**src/rtl/bpu_btb_gshare_ras.sv**
```systemverilog
// Pre-decode branch predictor: fully associative BTB, gshare PHT and a
// speculative/committed return address stack, with a registered lookup result.
module bpu_btb_gshare_ras #(
    parameter int BTB_NUM   = 16,
    parameter int TAG_WID   = 12,
    parameter int GHR_WID   = 8,
    parameter int RAS_DEPTH = 8
) (
    input  logic        clk,
    input  logic        rstn,
    input  logic        req_valid,
    input  logic [31:0] req_pc,
    output logic        req_ready,
    output logic        resp_valid,
    input  logic        resp_ready,
    output logic        resp_taken,
    output logic [31:0] resp_target,
    output logic        resp_btb_hit,
    input  logic        upd_valid,
    input  logic [31:0] upd_pc,
    input  logic [1:0]  upd_type,
    input  logic        upd_taken,
    input  logic [31:0] upd_target,
    input  logic        flush
);
    localparam int BI_W  = $clog2(BTB_NUM);
    localparam int RP_W  = $clog2(RAS_DEPTH);
    localparam int CW    = RP_W + 1;
    localparam int PHT_N = 1 << GHR_WID;
    localparam logic [CW-1:0] RAS_FULL = CW'(RAS_DEPTH);
    localparam logic [1:0] T_COND = 2'd0, T_JUMP = 2'd1, T_CALL = 2'd2;

    function automatic logic [1:0] sat2(input logic [1:0] c, input logic up);
        if (up) return (c == 2'b11) ? c : c + 2'b01;
        return (c == 2'b00) ? c : c - 2'b01;
    endfunction

    function automatic logic [RP_W-1:0] ras_ptr(input logic [RP_W-1:0] p, input logic [CW-1:0] c,
                                                 input logic push, input logic pop);
        if (push) return p + RP_W'(1);
        if (pop && c != '0) return p - RP_W'(1);
        return p;
    endfunction

    function automatic logic [CW-1:0] ras_cnt(input logic [CW-1:0] c, input logic push, input logic pop);
        if (push) return (c == RAS_FULL) ? c : c + CW'(1);
        if (pop && c != '0) return c - CW'(1);
        return c;
    endfunction

    logic [BTB_NUM-1:0] btb_vld;
    logic [TAG_WID-1:0] btb_tag [BTB_NUM];
    logic [1:0]         btb_type [BTB_NUM];
    logic [31:0]        btb_tgt [BTB_NUM];
    logic [BI_W-1:0]    victim;
    logic [1:0]         pht [PHT_N];
    logic [GHR_WID-1:0] ghr;
    logic [31:0]        s_mem [RAS_DEPTH];
    logic [31:0]        c_mem [RAS_DEPTH];
    logic [RP_W-1:0]    s_ptr, c_ptr, s_top_idx;
    logic [CW-1:0]      s_cnt, c_cnt;

    // Stage p0: combinational lookup on req_pc against pre-update state
    logic               hit_p0, taken_p0, push_p0, pop_p0, acc;
    logic [BI_W-1:0]    hidx_p0;
    logic [GHR_WID-1:0] pidx_p0;
    logic [31:0]        tgt_p0, req_pc4, s_top;

    assign req_pc4   = req_pc + 32'd4;
    assign pidx_p0   = ghr ^ req_pc[GHR_WID+1:2];
    assign s_top_idx = s_ptr - RP_W'(1);
    assign s_top     = s_mem[s_top_idx];
    assign req_ready = (!resp_valid || resp_ready) && !flush;
    assign acc       = req_valid && req_ready;

    always_comb begin
        hit_p0  = 1'b0;
        hidx_p0 = '0;
        for (int i = 0; i < BTB_NUM; i++) begin
            if (btb_vld[i] && btb_tag[i] == req_pc[TAG_WID+1:2]) begin
                hit_p0  = 1'b1;
                hidx_p0 = BI_W'(i);
            end
        end
    end

    always_comb begin
        taken_p0 = 1'b0;
        tgt_p0   = req_pc4;
        push_p0  = 1'b0;
        pop_p0   = 1'b0;
        if (hit_p0) begin
            case (btb_type[hidx_p0])
                T_COND: begin
                    taken_p0 = pht[pidx_p0][1];
                    if (taken_p0) tgt_p0 = btb_tgt[hidx_p0];
                end
                T_JUMP: begin
                    taken_p0 = 1'b1;
                    tgt_p0   = btb_tgt[hidx_p0];
                end
                T_CALL: begin
                    taken_p0 = 1'b1;
                    tgt_p0   = btb_tgt[hidx_p0];
                    push_p0  = 1'b1;
                end
                default: begin
                    taken_p0 = 1'b1;
                    pop_p0   = 1'b1;
                    tgt_p0   = (s_cnt != '0) ? s_top : btb_tgt[hidx_p0];
                end
            endcase
        end
    end

    // Training: BTB hit/allocation selection
    logic            u_hit, u_free, u_alloc, u_we;
    logic [BI_W-1:0] u_hidx, u_fidx, u_widx;
    logic [GHR_WID-1:0] u_pidx;

    always_comb begin
        u_hit  = 1'b0;
        u_hidx = '0;
        u_free = 1'b0;
        u_fidx = '0;
        for (int i = BTB_NUM - 1; i >= 0; i--) begin
            if (btb_vld[i] && btb_tag[i] == upd_pc[TAG_WID+1:2]) begin
                u_hit  = 1'b1;
                u_hidx = BI_W'(i);
            end
            if (!btb_vld[i]) begin
                u_free = 1'b1;
                u_fidx = BI_W'(i);
            end
        end
    end

    assign u_alloc = upd_valid && !u_hit && (upd_type != T_COND || upd_taken);
    assign u_we    = (upd_valid && u_hit) || u_alloc;
    assign u_widx  = u_hit ? u_hidx : (u_free ? u_fidx : victim);
    assign u_pidx  = ghr ^ upd_pc[GHR_WID+1:2];

    always_ff @(posedge clk or negedge rstn) begin
        if (!rstn) begin
            btb_vld <= '0;
            victim  <= '0;
        end else if (u_we) begin
            btb_vld[u_widx] <= 1'b1;
            if (u_alloc && !u_free) victim <= victim + BI_W'(1);
        end
    end

    always_ff @(posedge clk) begin
        if (u_we) begin
            btb_tag[u_widx]  <= upd_pc[TAG_WID+1:2];
            btb_type[u_widx] <= upd_type;
            btb_tgt[u_widx]  <= upd_target;
        end
    end

    always_ff @(posedge clk or negedge rstn) begin
        if (!rstn) begin
            for (int i = 0; i < PHT_N; i++) pht[i] <= 2'b01;
            ghr <= '0;
        end else if (upd_valid && upd_type == T_COND) begin
            pht[u_pidx] <= sat2(pht[u_pidx], upd_taken);
            ghr         <= {ghr[GHR_WID-2:0], upd_taken};
        end
    end

    // RAS: committed side trains from writeback, speculative side from accepted lookups
    logic          c_push, c_pop, s_push, s_pop;
    logic [31:0]   c_pc4;

    assign c_push = upd_valid && upd_type == T_CALL;
    assign c_pop  = upd_valid && upd_type == 2'd3;
    assign c_pc4  = upd_pc + 32'd4;
    assign s_push = acc && push_p0;
    assign s_pop  = acc && pop_p0;

    always_ff @(posedge clk or negedge rstn) begin
        if (!rstn) begin
            c_ptr <= '0;
            c_cnt <= '0;
            s_ptr <= '0;
            s_cnt <= '0;
        end else begin
            c_ptr <= ras_ptr(c_ptr, c_cnt, c_push, c_pop);
            c_cnt <= ras_cnt(c_cnt, c_push, c_pop);
            if (flush) begin
                s_ptr <= ras_ptr(c_ptr, c_cnt, c_push, c_pop);
                s_cnt <= ras_cnt(c_cnt, c_push, c_pop);
            end else begin
                s_ptr <= ras_ptr(s_ptr, s_cnt, s_push, s_pop);
                s_cnt <= ras_cnt(s_cnt, s_push, s_pop);
            end
        end
    end

    // Flush copies the whole committed stack so restored pointers see matching contents
    always_ff @(posedge clk) begin
        if (c_push) c_mem[c_ptr] <= c_pc4;
        if (flush) begin
            for (int i = 0; i < RAS_DEPTH; i++)
                s_mem[i] <= (c_push && c_ptr == RP_W'(i)) ? c_pc4 : c_mem[i];
        end else if (s_push) begin
            s_mem[s_ptr] <= req_pc4;
        end
    end

    // Stage p1: registered response with valid/ready hold
    always_ff @(posedge clk or negedge rstn) begin
        if (!rstn) begin
            resp_valid   <= 1'b0;
            resp_taken   <= 1'b0;
            resp_target  <= '0;
            resp_btb_hit <= 1'b0;
        end else if (flush) begin
            resp_valid <= 1'b0;
        end else if (acc) begin
            resp_valid   <= 1'b1;
            resp_taken   <= taken_p0;
            resp_target  <= tgt_p0;
            resp_btb_hit <= hit_p0;
        end else if (resp_ready) begin
            resp_valid <= 1'b0;
        end
    end
endmodule

```
**config.mk**
```make
export PLATFORM = sky130hd
export DESIGN_NAME = bpu_btb_gshare_ras
export DESIGN_NICKNAME = d
export VERILOG_FILES = /design/src/rtl/bpu_btb_gshare_ras.sv
export SDC_FILE = /design/constraint.sdc
export NUM_CORES = 2
export LEC_CHECK = 0
export ABC_AREA = 0
export CORE_ASPECT_RATIO = 2
export CORE_MARGIN = 2
export CORE_UTILIZATION = 60
export DETAILED_ROUTE_END_ITERATION = 8
export PLACE_DENSITY = 0.83
export SETUP_SLACK_MARGIN = 0.15
export SLEW_MARGIN = 20
export SYNTH_ARGS = -nofsm -noshare
export SYNTH_HDL_FRONTEND = slang
export SYNTH_SLANG_ARGS = --single-unit
```
**constraint.sdc**
```tcl
create_clock -name clk -period 6.66 [get_ports clk]
set_input_delay 1.332 -clock clk [delete_from_list [all_inputs] [get_ports clk]]
set_output_delay 1.332 -clock clk [all_outputs]
set_load 0.05 [all_outputs]
```
==> qor.txt <==
YOSYS
-----------------------------------------------------------------------------------------------------------------
Count of warnings emitted by yosys .................................................................            0
Share of flip-flops with an asynchronous set or reset ..............................................        0.321
Simple-Gate Fraction of Synth Area .................................................................        0.142
Mean instance size in the synthesized netlist ......................................................   11.1 sq um
Sequential share of the synthesized area ...........................................................        0.610
Synthesized flop and latch total ...................................................................        1,837
Number of distinct library cells after synthesis ...................................................           87
Largest family of logic cells by synthesized area .................................................. simple AND/OR/NAND/NOR gates
Dominant register cell in the synthesized netlist .................................................. sky130_fd_sc_hd__edfxtp_1
Area fraction in compound gates after synthesis ....................................................        0.106
Multiplexer fraction of the synthesized cell area ..................................................       0.0607
Netlist area before placement ...................................................................... 86,100 sq um
Post-Synthesis Net Count ...........................................................................        7,870
Gate count of the mapped netlist ...................................................................        7,745
Arithmetic-cell share of the synthesized area counting full adders, half adders and majority gates .      0.00304
EDFF count, synth ..................................................................................        1,248
Xor and xnor fraction of the mapped netlist area ...................................................       0.0496

CLOCK NETWORK
-----------------------------------------------------------------------------------------------------------------
Number of clock buffers inserted by TritonCTS ......................................................          165
Clk sink count .....................................................................................        1,837
Post-CTS setup-driven buffer insertion count .......................................................            0
Clock-pin transition on the worst setup and hold timing paths ......................................      0.06 ns
Post-CTS Hold Fix Bufs .............................................................................            0
CTS HTree Levels ...................................................................................            4
Maximum root-to-sink buffer count ..................................................................            4
Clock latency on the worst-skew pair ...............................................................      0.83 ns
Clock Root Buffer .................................................................................. sky130_fd_sc_hd__clkbuf_16
CTS tree ...........................................................................................         done
Post_cts resized ...................................................................................            0

STA
-----------------------------------------------------------------------------------------------------------------
RSZ-0062 raised after global routing ...............................................................           no
Final cycle utilization of the critical path .......................................................        0.896
Clock Skew .........................................................................................    0.0721 ns
Peak clock frequency supported by timing ...........................................................      168 MHz
Actual slew at the worst max-slew pin ..............................................................      1.29 ns
Final worst-path setup slack .......................................................................     0.695 ns
Time the worst path needs with I/O delays and setup ................................................      5.96 ns
Final count of hold timing violations ..............................................................            0
Worst slew margin relative to its limit ............................................................        0.135
Final Setup Violations .............................................................................            0
Final-layout setup total negative slack ............................................................         0 ns
Final slew viol count ..............................................................................            0

GRT
-----------------------------------------------------------------------------------------------------------------
Peak-usage layer in the global routing report ......................................................         met2
Met2 usage in global routing .......................................................................        0.709
M1 GR Usage ........................................................................................        0.439
Number of global-route vias before repair ..........................................................       68,200
Maximum number of pins on one net before global-route repair .......................................          167
Grt ovf ............................................................................................            0
GR Util All Layers .................................................................................        0.431
Number of antenna violations at the first check in global routing ..................................           24
Global Route met3 Usage ............................................................................       0.0948
Global-route wire length before repair .............................................................       455 mm

SETUP PATH
-----------------------------------------------------------------------------------------------------------------
Kind of end point of the critical path .............................................................    flip-flop
Startpoint of the most critical setup path .........................................................    req_pc[7]
Critical register-to-register path endpoint ........................................................ pht[419]$_DFFE_PN0P_
Crit-path max FO ...................................................................................           20
FF-to-FF setup slack ...............................................................................      0.88 ns
CP Class ........................................................................................... input port to flip-flop
Startpoint class of the critical path ..............................................................   input port
Critical Path RT ...................................................................................      7.13 ns
Arrival time reported for the critical path endpoint ...............................................      6.44 ns
Crit Reg-Reg Startpoint ............................................................................ ghr[1]$_DFFE_PN0P_
Number of cell instances on the worst register-to-register path ....................................           18

DIE
-----------------------------------------------------------------------------------------------------------------
Die height .........................................................................................       540 um
Count of pins on the block boundary ................................................................          141
Total core area .................................................................................... 142,000 sq um
Die boundary width .................................................................................       272 um
Initial cell density of the core ...................................................................        0.604
Number of rows created at floorplan ................................................................          196
Die area ........................................................................................... 147,000 sq um

FINISH
-----------------------------------------------------------------------------------------------------------------
Total number of nets in the final design ...........................................................        8,291
Final core utilization .............................................................................        0.698
Layout cell share with drive strength beyond 1 .....................................................        0.171
Commonest cells after routing, fill and taps aside ................................................. 1,850 x sky130_fd_sc_hd__nand2_1, 1,248 x sky130_fd_sc_hd__edfxtp_1, 916 x sky130_fd_sc_hd__o21ai_0
Final Instance Area ................................................................................ 99,400 sq um
Synth-to-layout area growth ........................................................................        15.5%
Commonest non-fill, non-tap cell in the layout ..................................................... sky130_fd_sc_hd__nand2_1

DRT
-----------------------------------------------------------------------------------------------------------------
Remaining design rule violation count ..............................................................            2
First-pass detailed-route iteration total ..........................................................            9
Final wirelength ...................................................................................       317 mm
Total number of vias ...............................................................................       68,400
Count of antenna-violating nets left after detailed routing ........................................            0
Vias per inst ......................................................................................         6.72
Starting DRC count in detailed routing .............................................................        9,198
Wirelength per Cell ................................................................................      31.1 um

PWR
-----------------------------------------------------------------------------------------------------------------
Pwr per Cell Area ..................................................................................  365 nW/um^2
Leakage power ......................................................................................      36.9 nW
Worst IR drop on VDD ...............................................................................       499 uV
Total Power Consumption ............................................................................      36.3 mW

PLACEMENT
-----------------------------------------------------------------------------------------------------------------
Global placer's final weighted congestion ..........................................................         1.13
Placed wire-length estimate after detailed placement ...............................................       220 mm
Post-DP Area ....................................................................................... 93,800 sq um
Worst slack at placement ...........................................................................  0.000552 ns
Buffers on Ports ...................................................................................          140

OUTCOME
-----------------------------------------------------------------------------------------------------------------
Run status ......................................................................................... finished with violations
Violated checks ....................................................................................          DRC

WORST HOLD PATH
-----------------------------------------------------------------------------------------------------------------
Cell depth of the worst hold path ..................................................................            2
Source of the worst hold timing path ............................................................... pht[458]$_DFFE_PN1P_
Min-Delay Endpoint ................................................................................. pht[458]$_DFFE_PN1P_
Worst min-delay path class ......................................................................... flip-flop to flip-flop

JOB
-----------------------------------------------------------------------------------------------------------------
Number of maximum-capacitance constraint violations ................................................            0

metrics by stage:
stage / cells / hold WS, ns
global route: 10200 / 0.479
CTS: 10200 / 0.464
detailed placement: 9878 / 0.454
global placement: 9878 / 0.449
finish: 10200 / 0.462
floorplan: 7745 / 0.442
power breakdown:
group	internal [mW]	switching, mW
registers	13.8	0.759
clock network	5.55	4.33
logic	4.01	7.89
total	23.3	13.0
area by class of cell:
cell class                 instances  area, sq um
sequential                      1837        52500
fill                            9712        43000
multi-input combinational       5326        31600
timing repair buffer             745         7070
clock buffer                     209         4510
tap                             1881         2350
clock inverter                    84          956
inverter                          91          342
antenna                           18         45.0
per-layer routing:
metal,vias to the layer above,part of all wire
met5,-,0.00028
met4,14,0.13
met3,1777,0.099
met2,5064,0.48
met1,32800,0.29
li1,28800,-
how the worst max path moves through the flow:
stage                                          to  cells past startpoint
final                       s_mem[1][8]$_DFFE_PP_                     24
after detailed placement     s_cnt[2]$_DFFE_PN0P_                     26
after global routing         s_cnt[2]$_DFFE_PN0P_                     26
after floorplan           btb_tag[9][0]$_DFFE_PP_                     13
after CTS                    s_cnt[2]$_DFFE_PN0P_                     26
after global placement      s_mem[4][0]$_DFFE_PP_                     23
critical path, stage by stage:
cell                              delay (ns)
sky130_fd_sc_hd__clkdlybuf4s50_1        0.51
sky130_fd_sc_hd__buf_12                 0.15
sky130_fd_sc_hd__buf_4                  0.20
sky130_fd_sc_hd__xnor2_1                0.16
sky130_fd_sc_hd__nand4_1                0.21
sky130_fd_sc_hd__nor4_1                 0.34
sky130_fd_sc_hd__buf_4                  0.18
sky130_fd_sc_hd__o31a_1                 0.15
sky130_fd_sc_hd__nor3_2                 0.06
sky130_fd_sc_hd__buf_4                  0.15
sky130_fd_sc_hd__a21oi_4                0.37
sky130_fd_sc_hd__buf_4                  0.28
sky130_fd_sc_hd__mux2i_1                0.22
sky130_fd_sc_hd__a21oi_1                0.09
sky130_fd_sc_hd__a211oi_1               0.34
sky130_fd_sc_hd__a21o_1                 0.16
sky130_fd_sc_hd__ha_1                   0.41
sky130_fd_sc_hd__buf_4                  0.20
sky130_fd_sc_hd__nor3b_1                0.17
sky130_fd_sc_hd__buf_4                  0.16
sky130_fd_sc_hd__nand2_2                0.08
sky130_fd_sc_hd__buf_4                  0.23
sky130_fd_sc_hd__nand2_1                0.11
sky130_fd_sc_hd__o21ai_0                0.13
flip-flops by register name, summed over array words and instances, names as in the netlist, 3 cells and up:
signal,count
btb_tgt,512
pht,512
btb_type,32
c_cnt,4
s_mem,256
btb_vld,16
s_cnt,4
s_ptr,3
victim,4
resp_target,32
btb_tag,192
c_mem,256
c_ptr,3
ghr,8
kinds of logic (layout without fill, tap and decap cells):
| family | count (synthesis) | in the layout |
|---|---|---|
| AO/OA/AOI/OAI | 1612 | 1612 |
| XOR/XNOR | 482 | 482 |
| adder cells (fa/ha/maj) | 21 | 21 |
| buffers and inverters | 582 | 1129 |
| flip-flops | 1837 | 1837 |
| multiplexers | 319 | 319 |
| other | 0 | 18 |
| AND/OR/NAND/NOR | 2892 | 2892 |
cell usage after synthesis, types with 62 or more instances:
master	instances	area, sq um
sky130_fd_sc_hd__dfstp_2	256	6730
sky130_fd_sc_hd__mux4_2	161	3630
sky130_fd_sc_hd__o21ai_1	95	475
sky130_fd_sc_hd__buf_2	94	470
sky130_fd_sc_hd__nor3_1	74	370
sky130_fd_sc_hd__a21oi_1	168	841
sky130_fd_sc_hd__clkbuf_1	333	1250
sky130_fd_sc_hd__nor2_1	234	878
sky130_fd_sc_hd__o21ai_0	916	4580
sky130_fd_sc_hd__o22ai_1	113	707
sky130_fd_sc_hd__nor4_1	62	388
sky130_fd_sc_hd__nand3_1	441	2210
sky130_fd_sc_hd__nand4_1	94	588
sky130_fd_sc_hd__edfxtp_1	1248	37500
sky130_fd_sc_hd__xnor2_1	378	3310
sky130_fd_sc_hd__xor2_1	99	867
sky130_fd_sc_hd__inv_1	89	334
sky130_fd_sc_hd__dfrtp_1	333	8330
sky130_fd_sc_hd__nand2_1	1868	7010
sky130_fd_sc_hd__mux2i_1	142	1420
No activity file was read; power rests on OpenSTA's default activity.
